<file path="src/rtl/guia_0502_sweep.sv">
// Registered two-operand bitwise logic unit with a valid/ready stream mode and a
// self-driven truth-table sweep mode that totals the 1 bits of every swept result.
module guia_0502_sweep #(
  parameter  int WIDTH = 2,
  localparam int SUMW  = 2*WIDTH + $clog2(WIDTH) + 1
) (
  input  logic             clk,
  input  logic             rst_n,
  input  logic [2:0]       op,
  input  logic             start,
  input  logic [WIDTH-1:0] a,
  input  logic [WIDTH-1:0] b,
  input  logic             in_valid,
  output logic             in_ready,
  output logic [WIDTH-1:0] s,
  output logic [WIDTH-1:0] a_o,
  output logic [WIDTH-1:0] b_o,
  output logic             out_valid,
  input  logic             out_ready,
  output logic             busy,
  output logic             done,
  output logic [SUMW-1:0]  sum
);

  typedef enum logic [1:0] {
    IDLE  = 2'd0,
    SWEEP = 2'd1,
    DRAIN = 2'd2
  } state_t;

  localparam logic [2*WIDTH-1:0] CNT_LAST = {(2*WIDTH){1'b1}};
  localparam logic [2*WIDTH-1:0] CNT_ONE  = {{(2*WIDTH-1){1'b0}}, 1'b1};

  state_t             state_r;
  logic [2*WIDTH-1:0] cnt_r;
  logic [2:0]         op_r;
  logic               slot_free_s;
  logic [WIDTH-1:0]   sw_a_s;
  logic [WIDTH-1:0]   sw_b_s;
  logic [WIDTH-1:0]   sw_s_s;

  // Inverted gates rely on the WIDTH-bit return type to drop bits above the operand.
  function automatic logic [WIDTH-1:0] gate_f(input logic [2:0] sel,
                                              input logic [WIDTH-1:0] x,
                                              input logic [WIDTH-1:0] y);
    case (sel)
      3'd0:    gate_f = x & y;
      3'd1:    gate_f = x | y;
      3'd2:    gate_f = ~(x & y);
      3'd3:    gate_f = ~(x | y);
      3'd4:    gate_f = x ^ y;
      3'd5:    gate_f = ~(x ^ y);
      3'd6:    gate_f = x & ~y;
      3'd7:    gate_f = ~x | y;
      default: gate_f = {WIDTH{1'b0}};
    endcase
  endfunction

  function automatic logic [SUMW-1:0] popcount_f(input logic [WIDTH-1:0] v);
    popcount_f = {SUMW{1'b0}};
    for (int i = 0; i < WIDTH; i++) begin
      popcount_f = popcount_f + {{(SUMW-1){1'b0}}, v[i]};
    end
  endfunction

  // Handshake readiness and the sweep operand pair decoded from the counter.
  always_comb begin
    slot_free_s = !out_valid | out_ready;
    if (state_r == IDLE) begin
      in_ready = slot_free_s & !start;
    end else begin
      in_ready = 1'b0;
    end
    sw_a_s = cnt_r[2*WIDTH-1:WIDTH];
    sw_b_s = cnt_r[WIDTH-1:0];
    sw_s_s = gate_f(op_r, sw_a_s, sw_b_s);
  end

  // Mode FSM together with the output register, sweep counter and popcount total.
  always_ff @(posedge clk or negedge rst_n) begin
    if (!rst_n) begin
      state_r   <= IDLE;
      cnt_r     <= {(2*WIDTH){1'b0}};
      op_r      <= 3'd0;
      s         <= {WIDTH{1'b0}};
      a_o       <= {WIDTH{1'b0}};
      b_o       <= {WIDTH{1'b0}};
      out_valid <= 1'b0;
      busy      <= 1'b0;
      done      <= 1'b0;
      sum       <= {SUMW{1'b0}};
    end else begin
      done <= 1'b0;
      case (state_r)
        IDLE: begin
          if (start) begin
            // start takes priority: no pair is accepted on this edge
            op_r    <= op;
            cnt_r   <= {(2*WIDTH){1'b0}};
            sum     <= {SUMW{1'b0}};
            state_r <= SWEEP;
            busy    <= 1'b1;
            if (out_ready) begin
              out_valid <= 1'b0;
            end else begin
              out_valid <= out_valid;
            end
          end else if (in_valid && in_ready) begin
            s         <= gate_f(op, a, b);
            a_o       <= a;
            b_o       <= b;
            out_valid <= 1'b1;
          end else if (out_ready) begin
            out_valid <= 1'b0;
          end else begin
            out_valid <= out_valid;
          end
        end
        SWEEP: begin
          if (slot_free_s) begin
            s         <= sw_s_s;
            a_o       <= sw_a_s;
            b_o       <= sw_b_s;
            out_valid <= 1'b1;
            sum       <= sum + popcount_f(sw_s_s);
            cnt_r     <= cnt_r + CNT_ONE;
            if (cnt_r == CNT_LAST) begin
              state_r <= DRAIN;
            end else begin
              state_r <= SWEEP;
            end
          end else begin
            out_valid <= out_valid;
          end
        end
        DRAIN: begin
          if (out_valid && out_ready) begin
            out_valid <= 1'b0;
            done      <= 1'b1;
            busy      <= 1'b0;
            state_r   <= IDLE;
          end else begin
            out_valid <= out_valid;
          end
        end
        default: begin
          state_r   <= IDLE;
          busy      <= 1'b0;
          out_valid <= 1'b0;
        end
      endcase
    end
  end

endmodule

</file>
<file path="config.mk">
export PLATFORM = sky130hd
export DESIGN_NAME = guia_0502_sweep
export DESIGN_NICKNAME = d
export VERILOG_FILES = /design/src/rtl/guia_0502_sweep.sv
export SDC_FILE = /design/constraint.sdc
export NUM_CORES = 1
export LEC_CHECK = 0
export ABC_AREA = 1
export BUFFER_PORTS_ARGS = -buffer_cell sky130_fd_sc_hd__buf_2
export CORE_ASPECT_RATIO = 0.75
export CORE_MARGIN = 2
export CORE_UTILIZATION = 51
export DETAILED_ROUTE_END_ITERATION = 12
export GPL_ROUTABILITY_DRIVEN = 0
export PLACE_DENSITY = 0.74
export SLEW_MARGIN = 20
export SYNTH_ARGS = -nofsm -noshare
export SYNTH_HDL_FRONTEND = slang
export SYNTH_SLANG_ARGS = --single-unit
</file>
<file path="constraint.sdc">
create_clock -name clk -period 2.3 [get_ports clk]
set_clock_uncertainty 0.15 [all_clocks]
set_input_delay 0.69 -clock clk [delete_from_list [all_inputs] [get_ports clk]]
set_output_delay 0.69 -clock clk [all_outputs]
set_load 0.02 [all_outputs]
</file>
### After elaboration in Yosys (flattened, before gate mapping)

Index checks and enable logic that the tools add are counted.

| storage, ports and cells | value |
|---|---|
| input bits | 12 |
| logic and storage cells | 108 |
| output and inout port bits | 16 |
| register bits | 24 |

| cells by class | value |
|---|---|
| add/sub/neg operators | 3 |
| eq/ne operators | 22 |
| reductions and logical operators | 14 |
| multiplexer cells | 36 |
| bitwise operators | 23 |

Operators by type and width:

| kind | count |
|---|---|
| 2-bit one-hot mux with 8 select lines | 2 |
| 2-bit two-way mux | 13 |
| 3-bit == test (second input constant) | 8 |
| 2-bit inverter | 10 |
| 3-bit by 2-bit == test with 1-bit output (second input constant) | 4 |
| 6-bit two-way mux | 2 |
| 2-bit one-hot mux with 2 select lines | 3 |
| 6-bit one-hot mux with 2 select lines | 1 |
| 1-bit two-way mux | 9 |
| 3-bit AND reduction | 3 |
| 2-bit bitwise AND | 4 |
| 4-bit two-way mux | 2 |
| 2-bit inequality test (second input constant) | 4 |
| 2-bit OR | 4 |
| 4-bit one-hot mux with 2 select lines | 1 |
| 6-bit by 2-bit adder with 6-bit output | 1 |
| 3-bit by 1-bit == test with 1-bit output (second input constant) | 2 |
| 3-bit logical NOT | 2 |
| 1-bit one-hot mux with 3 select lines | 2 |
| 2-bit one-hot mux with 3 select lines | 1 |
| 4-bit by 1-bit adder with 4-bit output (second input constant) | 1 |
| 4-bit == test (second input constant) | 1 |
| 2-bit AND reduction | 2 |
| 4-bit AND reduction | 1 |
| other kinds (12) | 15 |

### Depth between registers and ports, before layout

Gate-level depths: netlist of the first run.

| depth | value |
|---|---|
| depth after elaboration | 8 |
| mapped depth | 16 |
| mapped depth without buffers | 16 |

### Worst setup path after synthesis of the first run

Ideal clock, no wire load.

| path | value |
|---|---|
| path kind | register -> register |
| start | register cnt_r[0] |
| end | register sum[4] |
| period minus slack after synthesis | 2.253 ns |
| path slack | 0.047 ns |
| setup time | 0.122 ns |
| data required time | 2.028 ns |
| cell stages (with the launch flop) | 16 |
| path buffers | 0 |
| arrival time | 1.981 ns |
| cell sequence | dfrtp_1 -> inv_1 -> ha_1 -> inv_1 -> nand4_1 -> nand2_1 -> nor2_1 -> nand2_1 -> nand2_1 -> inv_1 -> fa_1 -> ha_1 -> nand3_2 -> o21ai_1 -> nand2_1 -> nor2_1 |

| between the ends | value |
|---|---|
| word-level cells in the longest chain between the ends | 7 |
| elaborated cells on any way between the ends | 14 |
| those cells by class | add/sub: 2; mux: 3; bitwise: 9 |

RTL lines:

| item | line | RTL |
|---|---|---|
| start: declaration | 35 | `logic [2*WIDTH-1:0] cnt_r;` |
| start signal: assignment | 83 | `cnt_r <= {(2*WIDTH){1'b0}};` |
| start signal: assignment | 99 | `cnt_r <= {(2*WIDTH){1'b0}};` |
| start signal: assignment | 126 | `cnt_r <= cnt_r + CNT_ONE;` |
| 2-bit inverter (tied with other cells) | 53 | `3'd6: gate_f = x & ~y;` |
| 2-bit bitwise AND (tied with other cells) | 53 |  |
| 2-bit one-hot mux with 8 select lines (*) | 46 | `case (sel)` |
| 1-bit by 1-bit adder with 2-bit output (*) | 62 | `popcount_f = popcount_f + {{(SUMW-1){1'b0}}, v[i]};` |
| 6-bit by 2-bit adder with 6-bit output (*) | 125 | `sum <= sum + popcount_f(sw_s_s);` |
| 6-bit two-way mux (*) | 120 | `if (slot_free_s) begin` |
| 6-bit one-hot mux with 2 select lines (*) | 94 | `case (state_r)` |
| end signal: assignment | 91 | `sum <= {SUMW{1'b0}};` |
| end signal: assignment | 100 | `sum <= {SUMW{1'b0}};` |
| end signal: assignment | 125 |  |
| end: declaration | 22 | `output logic [SUMW-1:0] sum` |

Every way passes the cells marked *; elsewhere a longest branch is shown, timed or not. The select of a mux whose other input is x is not followed.
A chain may end at the register's enable or synchronous reset.

### Worst setup path in the final report of the first run

| path | value |
|---|---|
| start | register cnt_r[3] |
| end | register sum[5] |

| between the ends | value |
|---|---|
| word-level cells in the longest chain between the ends | 7 |
| elaborated cells on any way between the ends | 14 |
| those cells by class | add/sub: 2; mux: 3; bitwise: 9 |

RTL lines:

| item | line | RTL |
|---|---|---|
| 2-bit inverter (tied with other cells) | 54 | `3'd7: gate_f = ~x \| y;` |
| 2-bit OR (tied with other cells) | 54 |  |
| 2-bit one-hot mux with 8 select lines (*) | 46 |  |
| 1-bit by 1-bit adder with 2-bit output (*) | 62 |  |
| 6-bit by 2-bit adder with 6-bit output (*) | 125 |  |
| 6-bit two-way mux (*) | 120 |  |
| 6-bit one-hot mux with 2 select lines (*) | 94 |  |

Marks and branches as above.

==> results of run 1 <==
## per-layer routing
metal	global-route usage	vias up	share of wire
met3	0.0383	9	0.048
li1	-	901	-
met2	0.306	41	0.42
met4	0.0344	0	0.011
met1	0.349	805	0.52
met5	0	-	0
## layout make-up
| class | count | area (sq um) |
|---|---|---|
| clock buffer | 4 | 55.1 |
| fill | 298 | 1150 |
| inverter | 45 | 169 |
| multi-input combinational | 176 | 1060 |
| sequential | 24 | 602 |
| tap | 40 | 50.0 |
| timing repair buffer | 42 | 254 |
## Yosys cell counts, drive strengths merged
library cell	count
nand4	18
nand3b	2
nand3	23
dfrtp	24
and3	1
clkbuf	1
nor3	2
nand2	60
fa	1
a21oi	9
o31ai	1
ha	14
a31oi	4
o21ai	14
o22ai	1
nor2	25
o21bai	1
inv	45
buf	6
## power groups by stage
stage	combinational (W)	clock [W]	sequential, W
5_1_grt	0.00212	0.000313	0.000755
3_3_place_gp	0.00167	0	0.000726
3_5_place_dp	0.00167	0	0.000730
4_1_cts	0.00169	0.000298	0.000724
2_1_floorplan	0.00102	0	0.000838
6_report	0.00186	0.000289	0.000736
## metrics by stage
step | util | cell area [sq um] | power [W]
after floorplan | - | 1800 | 0.00186
after global placement | 0.614 | 2050 | 0.00240
after detailed placement | 0.614 | 2050 | 0.00240
after CTS | 0.632 | 2110 | 0.00272
after global routing | 0.656 | 2190 | 0.00318
final | 0.656 | 2190 | 0.00288
## cell families after synthesis
group                      count (synthesis)  synth area share
AOI/OAI and AO/OA                         30            0.0960
DFF                                       24             0.334
adders and majority gates                 15             0.108
and+or+nand+nor                          131             0.349
buffers and inverters                     52             0.113
## repair_timing
action                                  CTS  global route
buffers inserted                          0             2
resized for setup                         2            22
pin swaps                                 0             5
endpoints found under the setup margin    2             6
## worst min-delay path by stage
stage / start / slack, ns / depth (start not counted) / endpoint
after CTS: rst_n / 0.26 / 1 / sum[5]
after global routing: rst_n / 0.30 / 1 / sum[5]
after floorplan: rst_n / 0.24 / 0 / a_o[0]
after global placement: sum[5] / 0.31 / 1 / sum[5]
final: rst_n / 0.24 / 1 / sum[5]
after detailed placement: s[1] / 0.32 / 2 / s[1]
## critical path, delay by kind of cell, from the launching register on
family / cells / cell delay (ns)
buf+inv: 4 / 0.27
fa+ha+maj: 2 / 0.52
simple gates: 8 / 0.70
flops: 1 / 0.40
compound gates: 2 / 0.11
## sequential cells by signal (all words and copies together) (netlist names)
register,cells
busy,1
out_valid,1
b_o,2
cnt_r,4
sum,6
s,2
a_o,2
done,1
state_r,2
op_r,3
==> metrics, run 1 <==
status complete, no violations; WL/cell between 10 and 15 microns; Worst setup SP type flop; ant diodes 0; CTS tree built; initial core utilization 0.540; Layout Nets roughly 320; reg2reg start cnt_r[3]; Worst VDD drop approximately 0.74 mV; DR vias/cell about 5.3; max-slew violations 0; Yosys top cell area share 0.334; slowest cell on the critical path dfrtp_1; total number of vias 1756; final hold slack 0.238 ns; CP Capture Type flop; Detailed Routing Iterations Pass 1 4; Flop pwr share 0.255; Die Wd ~73 microns; Final Hold Fails 0; maximum clock rate 447 MHz; Post-Syn Instances 252; Tcrit/Tclk final 0.973; WS Path Type reg -> reg; DP Worst Slack -0.00138 ns; commonest non-fill, non-tap cell in the layout nand2_1; worst slew pin tran 0.542 ns; CP arrival between 2 and 2.5 ns; share of post-route cells with drive strength above 1 0.299; hold_buf cts 0; PortBufs 27; Syn Nets between 200 and 300; fin worst setup slack 0.0627 ns; largest cells by area after synthesis dfrtp_1 (33%), nand2_1 (12%), ha_1 (9.7%); worst setup path end sum[5]; R2R Setup Slk 0.06 ns; Psw 0.00138 W; Tmin final 2.24 ns; setup TNS 0 ns; DRT Wirelength 4060 microns; Crit Path Max Fanout 3; vias in the first global route 1592; reg2reg path depth 16; post-DP HPWL 3090 microns; CTS max path bufs 2; Worst-path clk slew about 0.09 ns; dpl cells between 300 and 400; max-capacitance violation count 0; antenna violations before repair 0; H-tree levels 1; synth-to-layout area growth 21.6%; CP peak stage delay 0.40 ns; CP required 2.32 ns; worst hold path class in -> async; Switching Fraction 0.479; post-synth top area cell dfrtp_1; CTS buffer count 3; crit-path cells buf_6 -> ha_2 -> inv_1 -> nand2_1 -> nand2_1 -> inv_1 -> nor2_1 -> nand2_1 -> nand2_2 -> inv_2 -> fa_2 -> and3_4 -> nand3_4 -> o21bai_1 -> nand2_1 -> a21oi_2; # rows 18; Syn Area/Cell 7.14 sq um; register area share after synthesis 0.334; register bit count reported by yosys 24; Non-Filler Instances 331; synthesized area 0.00180 sq mm; post-synth cell types 27; gr usage total 0.217; ANT nets after route 0; global-route wire length before repair 7110 microns; maximum number of pins on one net before global-route repair 25; Most common cell on crit path nand2_1; P_leak 1.17 nW; Worst Setup SP cnt_r[3]; reg2reg end sum[5]; internal power 0.00150 W; drt drc 0; Die ar. 0.00402 sq mm; drt initial violations 125; PD cells 1320 mW/mm^2; most frequent cells in the layout nand2_1 (54), inv_1 (30), buf_2 (26); Slew Limit Headroom 0.639; die height approximately 55 microns; Core Footprint 0.00333 sq mm; RSZ-0062 raised after global routing yes; Synthesis Warnings 0; clock latency on the worst-skew pair 0.27 ns; GR Overflow Total 0; CTS Sinks 24; clock share of power 0.100; Clock Root Buffer clkbuf_8; combinational share of power 0.644; num ports 28; setup violators final 0
No activity file was read; power rests on OpenSTA's default activity.
==> run 2, diff against run 1 <==
CORE_ASPECT_RATIO = 1.25   (was 0.75)
SETUP_SLACK_MARGIN = 0.3   (was not set)
==> run 2 against run 1 <==
- global-route usage grew 0.53 points
- register-to-register slack is essentially flat
- worst hold slack gained 0.0064 ns
- final area grew 1.3%
- die area is essentially flat
- maximum frequency grew 0.32%
- total power grew 2.7%
- count of clock-buffer cells in the layout shrank 1
- wire length grew 1.4%
- utilization shrank 0.89 points
- sequential power grew 4.6%
- clock power shrank 14%
==> metrics, run 2 (synthesized netlist as in run 1, its figures left out) <==
CTS tree built; clock latency on the worst-skew pair between 0.2 and 0.3 ns; DP Worst Slack -0.00764 ns; Worst setup SP type flop; gr usage total 0.222; placed cell area around 0.002 sq mm; Core Footprint 0.00342 sq mm; most frequent cells in the layout nand2_1 (53), inv_1 (29), buf_2 (25); # fillers 326; Tcrit/Tclk final 0.970; drt drc 0; drt initial violations 85; CTS buffer count 3; CP arrival 2.24 ns; CTS max path bufs 2; Final Hold Fails 0; Slew Limit Headroom 0.642; PortBufs 27; worst slew pin tran 0.537 ns; WS Path Type reg -> reg; share of post-route cells with drive strength above 1 0.315; ant diodes 0; die height 70.4 microns; Die ar. 0.00402 sq mm; Layout Nets 321; status complete, no violations; DRT Wirelength approximately 4100 microns; Detailed Routing Iterations Pass 1 4; CP Capture Type flop; fin worst setup slack around 0.07 ns; hold_buf cts 0; CP required approximately 2.3 ns; vias in the first global route approximately 1700; total number of vias 1722; # rows 24; antenna violations before repair 0; PD cells 1340 mW/mm^2; commonest non-fill, non-tap cell in the layout nand2_1; worst hold path class in -> async; P_leak 1.18 nW; Die Wd 57.1 microns; maximum number of pins on one net before global-route repair 25; CTS Sinks 24; num ports 28; DR vias/cell about 5.2; GR Overflow Total 0; WL/cell between 10 and 15 microns; H-tree levels 1; Worst-path clk slew 0.08 ns; Largest Register sum; max-slew violations 0; post-route cell area roughly 0.0022 sq mm; global-route wire length before repair approximately 7100 microns; setup violators final 0; initial core utilization 0.526; Worst VDD drop 0.841 mV; ANT nets after route 0; Tmin final 2.23 ns; Clock Root Buffer clkbuf_8; RSZ-0062 raised after global routing yes; post-DP HPWL 3050 microns; maximum clock rate 448 MHz; synth-to-layout area growth 23.2%; top flop regs sum (6), cnt_r (4), op_r (3); Crit Path Max Fanout 4; max reg flops 6; max-capacitance violation count 0
-- run 2: routing by layer --
| metal | track usage | share of wire | up-vias |
|---|---|---|---|
| met4 | 0.101 | 0.023 | 0 |
| met1 | 0.286 | 0.45 | 777 |
| met5 | 0 | 0 | - |
| li1 | - | - | 905 |
| met2 | 0.378 | 0.51 | 33 |
| met3 | 0.0130 | 0.020 | 7 |
-- run 2: path summary, 6_finish.rpt --
path,start,cells after the start,slack (ns),to
worst min-delay path,rst_n,1,0.24,cnt_r[0]
max in group asynchronous,rst_n,1,1.37,op_r[2]
worst max-delay path,cnt_r[3],15,0.07,sum[5]
worst max register to register,cnt_r[3],15,0.07,sum[5]
worst min register to register,s[0],2,0.33,s[0]
min in group clk,s[0],2,0.33,s[0]
-- run 2: critical path, cell delays in order (launching register included) --
cell and delay (ns):
dfrtp_1 0.42, inv_2 0.07, ha_4 0.26, inv_2 0.03, nand4_1 0.07, nand2_1 0.07
nor2_2 0.08, nand2_1 0.07, nand2_2 0.07, inv_2 0.04, fa_2 0.38, and3_4 0.18
nand3_4 0.06, o21bai_1 0.07, nand2_1 0.08, a21oi_2 0.04
-- run 2: per-stage QoR --
stage          total power [W]  TNS [ns]  utilization  std cells  hold slack (ns)
3_3_place_gp           0.00241         0        0.598        317            0.309
2_1_floorplan          0.00197         0            -        252            0.244
6_report               0.00296         0        0.647        331            0.244
4_1_cts                0.00284         0        0.636        329            0.262
3_5_place_dp           0.00244   -0.0142        0.598        317            0.316
5_1_grt                0.00325    -0.372        0.647        331            0.286
-- run 2: cell type report --
cell class              instances  area (sq um)  share of cell area
inverters                      45           169              0.0762
flip-flops and latches         24           602               0.272
well taps                      39          48.8              0.0220
multi-input cells             176          1090               0.491
clock buffers                   3          41.3              0.0186
repair buffers                 44           268               0.121
-- run 2: power breakdown --
group          total, W  switching [W]  leakage [nW]  internal (W)
combinational   0.00194        0.00114         0.861      0.000804
sequential     0.000770       0.000176         0.296      0.000595
clock          0.000249       0.000132        0.0216      0.000117
total           0.00296        0.00144          1.18       0.00152
-- run 2: what timing repair did --
| item | in CTS | in global routing |
|---|---|---|
| pin swaps | 10 | 7 |
| setup buffers | 9 | 2 |
| setup endpoints to repair | 7 | 7 |
| hold endpoints to repair | 0 | 0 |
| resized for setup | 8 | 9 |
